[src/rtl/nbit_serial_sub_if.sv]
// Handshake and operand/result bundle for the serial subtractor.
// master = controller side, slave = subtractor side.
interface nbit_serial_sub_if #(
    parameter int unsigned n = 8
);
    logic         start;
    logic         select;
    logic [n-1:0] a;
    logic [n-1:0] b;
    logic         b_in;
    logic [n-1:0] diff;
    logic         b_out;
    logic         busy;
    logic         done;

    modport master (
        output start, select, a, b, b_in,
        input  diff, b_out, busy, done
    );

    modport slave (
        input  start, select, a, b, b_in,
        output diff, b_out, busy, done
    );
endinterface

[src/rtl/nbit_serial_sub.sv]
// Bit-serial n-bit subtractor (a - b - b_in, LSB first) with a one-cycle complement path.
// Results are registered and held until the next completion.
module nbit_serial_sub #(
    parameter int unsigned n = 8
) (
    input logic              clk,
    input logic              rst_n,
    nbit_serial_sub_if.slave bus
);
    localparam int unsigned CntW = $clog2(n) + 1;

    typedef enum logic [1:0] {StIdle, StShift, StDone} state_e;

    state_e          state_q, state_d;
    logic [n-1:0]    a_q, a_d, b_q, b_d, res_q, res_d, diff_q, diff_d;
    logic            br_q, br_d, b_out_q, b_out_d;
    logic [CntW-1:0] cnt_q, cnt_d;
    logic            ai, bi, d_bit, br_next, last_bit;

    assign ai       = a_q[0];
    assign bi       = b_q[0];
    assign d_bit    = ai ^ bi ^ br_q;
    assign br_next  = (~ai & bi) | (~(ai ^ bi) & br_q);
    assign last_bit = (cnt_q == CntW'(n - 1));

    always_ff @(posedge clk or negedge rst_n) begin
        if (!rst_n) begin
            state_q <= StIdle;
        end else begin
            state_q <= state_d;
        end
    end

    always_comb begin
        state_d = state_q;
        unique case (state_q)
            StIdle:  if (bus.start) state_d = bus.select ? StDone : StShift;
            StShift: if (last_bit) state_d = StDone;
            StDone:  state_d = StIdle;
            default: state_d = StIdle;
        endcase
    end

    always_comb begin
        bus.busy  = (state_q == StShift);
        bus.done  = (state_q == StDone);
        bus.diff  = diff_q;
        bus.b_out = b_out_q;
    end

    // Datapath next-state; operands are only sampled on the accept edge.
    always_comb begin
        a_d     = a_q;
        b_d     = b_q;
        res_d   = res_q;
        br_d    = br_q;
        cnt_d   = cnt_q;
        diff_d  = diff_q;
        b_out_d = b_out_q;
        unique case (state_q)
            StIdle: begin
                if (bus.start) begin
                    if (bus.select) begin
                        diff_d  = ~bus.a;
                        b_out_d = 1'b0;
                    end else begin
                        a_d   = bus.a;
                        b_d   = bus.b;
                        br_d  = bus.b_in;
                        res_d = '0;
                        cnt_d = '0;
                    end
                end
            end
            StShift: begin
                a_d   = a_q >> 1;
                b_d   = b_q >> 1;
                res_d = {d_bit, res_q[n-1:1]};
                br_d  = br_next;
                cnt_d = cnt_q + CntW'(1);
                if (last_bit) begin
                    diff_d  = {d_bit, res_q[n-1:1]};
                    b_out_d = br_next;
                end
            end
            default: ;
        endcase
    end

    always_ff @(posedge clk or negedge rst_n) begin
        if (!rst_n) begin
            a_q     <= '0;
            b_q     <= '0;
            res_q   <= '0;
            br_q    <= 1'b0;
            cnt_q   <= '0;
            diff_q  <= '0;
            b_out_q <= 1'b0;
        end else begin
            a_q     <= a_d;
            b_q     <= b_d;
            res_q   <= res_d;
            br_q    <= br_d;
            cnt_q   <= cnt_d;
            diff_q  <= diff_d;
            b_out_q <= b_out_d;
        end
    end
endmodule

[src/flat_wrapper.sv]
// flat-port wrapper written by rule: the top's interface ports become plain ports
module nbit_serial_sub_flat 
#(
    parameter int unsigned n = 8
)
  (clk, rst_n, bus_start, bus_select, bus_a, bus_b, bus_b_in, bus_diff, bus_b_out, bus_busy, bus_done);
  nbit_serial_sub_if #(.n(n)) bus_i ();
  input logic clk;
  input logic rst_n;
  input wire logic [$bits(bus_i.start)-1:0] bus_start;
  input wire logic [$bits(bus_i.select)-1:0] bus_select;
  input wire logic [$bits(bus_i.a)-1:0] bus_a;
  input wire logic [$bits(bus_i.b)-1:0] bus_b;
  input wire logic [$bits(bus_i.b_in)-1:0] bus_b_in;
  output wire logic [$bits(bus_i.diff)-1:0] bus_diff;
  output wire logic [$bits(bus_i.b_out)-1:0] bus_b_out;
  output wire logic [$bits(bus_i.busy)-1:0] bus_busy;
  output wire logic [$bits(bus_i.done)-1:0] bus_done;
  assign bus_i.start = bus_start;
  assign bus_i.select = bus_select;
  assign bus_i.a = bus_a;
  assign bus_i.b = bus_b;
  assign bus_i.b_in = bus_b_in;
  assign bus_diff = bus_i.diff;
  assign bus_b_out = bus_i.b_out;
  assign bus_busy = bus_i.busy;
  assign bus_done = bus_i.done;
  nbit_serial_sub #(.n(n)) u_core (.clk(clk), .rst_n(rst_n), .bus(bus_i));
endmodule
[config.mk]
export PLATFORM = sky130hd
export DESIGN_NAME = nbit_serial_sub_flat
export DESIGN_NICKNAME = d
export VERILOG_FILES = /design/src/rtl/nbit_serial_sub_if.sv /design/src/rtl/nbit_serial_sub.sv /design/src/flat_wrapper.sv
export SDC_FILE = /design/constraint.sdc
export NUM_CORES = 1
export LEC_CHECK = 0
export BUFFER_PORTS_ARGS = -buffer_cell sky130_fd_sc_hd__buf_2
export CORE_ASPECT_RATIO = 1.25
export CORE_MARGIN = 2
export CORE_UTILIZATION = 35
export CTS_BUF_LIST = sky130_fd_sc_hd__clkbuf_8 sky130_fd_sc_hd__clkbuf_16
export DETAILED_ROUTE_END_ITERATION = 16
export SLEW_MARGIN = 20
export SYNTH_ARGS = -nofsm -noshare
export SYNTH_HDL_FRONTEND = slang
export SYNTH_SLANG_ARGS = --single-unit
export TNS_END_PERCENT = 10
[constraint.sdc]
create_clock -name clk -period 1.45 [get_ports clk]
set_input_delay 0.0725 -clock clk [delete_from_list [all_inputs] [get_ports clk]]
set_output_delay 0.0725 -clock clk [all_outputs]
set_load 0.1 [all_outputs]
==> flow_summary.ini <==
[timing]
fin_skew_ps = 4.49
fin_ws_ps = -28.1
max_slew.worst_pin.slew_ps = 487
relSlewSlack_pct = 67.5
slew_violations = 0
rsz0062_at_grt = yes
finalSetupViolCount = 8
hold_slack_ps = 47.8
min_period_ps = 1480
hold_viol = 0
final.period_utilization_pct = 102
fmax_ghz = 0.677

[layout]
final_common_cell = dfrtp_1
syn_to_final_growth_pct = 28.2
antennaDiodeCount = 0
seq_area_um2 = 977
layout-drive-gt1-share_pct = 53.2
fin_nets = 212
n_fill_cell = 476
layout_common_cells = dfrtp_1, buf_2, mux2_4
multiInputGateArea_um2 = 871

[synth]
synthArstFlopShare_pct = 100
ys.flop_type = dfrtp_1
ys_warn_count = 0
synth_top_area_share_pct = 51.5
synth_seq_cells = 39
synth_area_leaders = dfrtp_1, mux2_2, mux2_4
postSynthCellCount = 140
synth_edf_count = 0
synthDistinctLibCells = 33
syn_area_per_cell_um2 = 13.5
synth_area_leader_cell = dfrtp_1
syn_nets = 163
synth_area_um2 = 1900
ys_seq_area_share_pct = 51.5

[drt]
drt_iter0_markers = 55
drt_pass1_iterations = 4
drc = 0
viasPerCell = 5.21
wl_per_cell_um = 15.9
via_count = 1314
wl_mm = 4.02
final_antenna_net_count = 0

[flow_run]
maxCapViolCount = 0

[worst_setup_path]
critical_path_arrival_ps = 1660
crit_type = reg2reg
cp-start-kind = flop
cp_max_fo = 4
crit_path_end_kind = flop
cp.required_ps = 1630

[floorplan]
design.core.area_um2 = 5150
num_rows = 29
die_width_um = 69.8
io_pins = 32
die_area_um2 = 6030
initial_core_util_pct = 36.8
die_h_um = 86.3

[clock_tree]
cts_max_level = 2
clkLatencyLatePin_ps = 300
cts_tree = built
cts_sinks = 39
cts_made_buffers = 5
max-clock-path-buffers = 2
cts_root_buf = clkbuf_8
clkSlewWorstSetupHoldPaths_ps = 80

[global_routing]
grt_usage_pct = 14.5
grt_first_pass_wirelength_mm = 6.81
grt_pass1_vias = 1383
gr-total-overflow = 0
antenna_found_initial = 0
grt_max_degree = 40

[placed_design]
port_buffers = 31
dp_hpwl_mm = 2.87
place_congestion = 0.780

[worst_hold_path]
hold_path_class = in2reg

[run_status]
failed_checks = setup timing
outcome = complete, but fails checks
## layer usage
| layer | global-route usage, % | share of wire (%) | vias up |
|---|---|---|---|
| li1 | - | - | 614 |
| met3 | 3.60 | 3.9 | 8 |
| met4 | 5.77 | 2.1 | 0 |
| met2 | 24.7 | 51 | 28 |
| met1 | 17.6 | 43 | 664 |
| met5 | 0 | 0 | - |
## cell families (layout without fill, tap and decap cells)
group                      count (synthesis)  count (layout)  share of synthesized area, %
DFF                                       39              39                          51.5
AOI/OAI and AO/OA                         31              31                          14.1
muxes                                     29              29                          19.0
and+or+nand+nor                           25              25                          7.65
buffers and inverters                     13              63                          5.67
adders and majority gates                  2               2                          1.71
xor gates and xnor gates                   1               1                         0.462
## Yosys cell counts (all sizes together) (3+ instances only)
library cell,number
mux2,26
o221a,8
a21oi,6
dfrtp,39
nand2,11
o21ai,3
a22o,9
inv,4
mux2i,3
nor4bb,3
buf,9
## timing repair
item                                   in CTS  in global routing
endpoints found under the hold margin      39                  0
cloned                                      1                  0
hold buffers                                1                  0
setup buffers                               1                  1
resized for setup                           8                 12
setup endpoints to repair                  15                 24
pin swaps                                   0                  1
## registers in the layout, summed over array words and instances (netlist names)
| signal | flops |
|---|---|
| u_core.bus.diff | 8 |
| u_core.res_q | 7 |
| u_core.br_q | 1 |
| u_core.state_q | 2 |
| u_core.a_q | 8 |
| u_core.b_q | 8 |
| u_core.bus.b_out | 1 |
| u_core.cnt_q | 4 |
## cell type report
type | count | share of cell area, %
clock buffer | 5 | 2.83
clock inverter | 3 | 1.80
inverter | 4 | 0.926
multi-input combinational | 88 | 35.8
sequential | 39 | 40.2
tap | 62 | 3.19
timing repair buffer | 50 | 14.9
timing repair inverter | 1 | 0.360
## critical path, stage by stage, from the launching register on
cell	delay (ps)
dfrtp_1	430
nand2b_4	230
buf_12	160
mux2_4	290
mux2_4	260
## through the flow
step                setup TNS (ps)  instances  cell area (um2)  util [%]  setup WS [ps]
floorplan                     -466        140             1900         -          -42.7
CTS                          -61.4        251             2390      46.4          -15.0
detailed placement            -304        240             2220      43.1          -42.9
finish                        -134        252             2430      47.2          -28.1
global placement             -26.1        240             2220      43.1          -9.98
global route                 -1110        252             2430      47.2          -65.3
## path summary, 6_finish.rpt
check | cells past startpoint | slack [ps] | from | to
setup / recovery | 4 | -30 | u_core.state_q[1]$_DFFE_PN0P_ | u_core.a_q[3]$_DFFE_PN0P_
hold / removal | 3 | 50 | bus_a[4] | u_core.bus.diff[4]$_DFFE_PN0P_
setup reg to reg | 4 | -30 | u_core.state_q[1]$_DFFE_PN0P_ | u_core.a_q[3]$_DFFE_PN0P_
hold reg to reg | 1 | 510 | u_core.res_q[1]$_DFFE_PN0P_ | u_core.res_q[1]$_DFFE_PN0P_
max in group asynchronous | 3 | 740 | rst_n | u_core.state_q[0]$_DFFE_PN0P_
min in group asynchronous | 3 | 350 | rst_n | u_core.b_q[6]$_DFFE_PN0P_
Power is not shown: default switching activity piles up to over one toggle a cycle in this logic, so the estimate is an artifact.
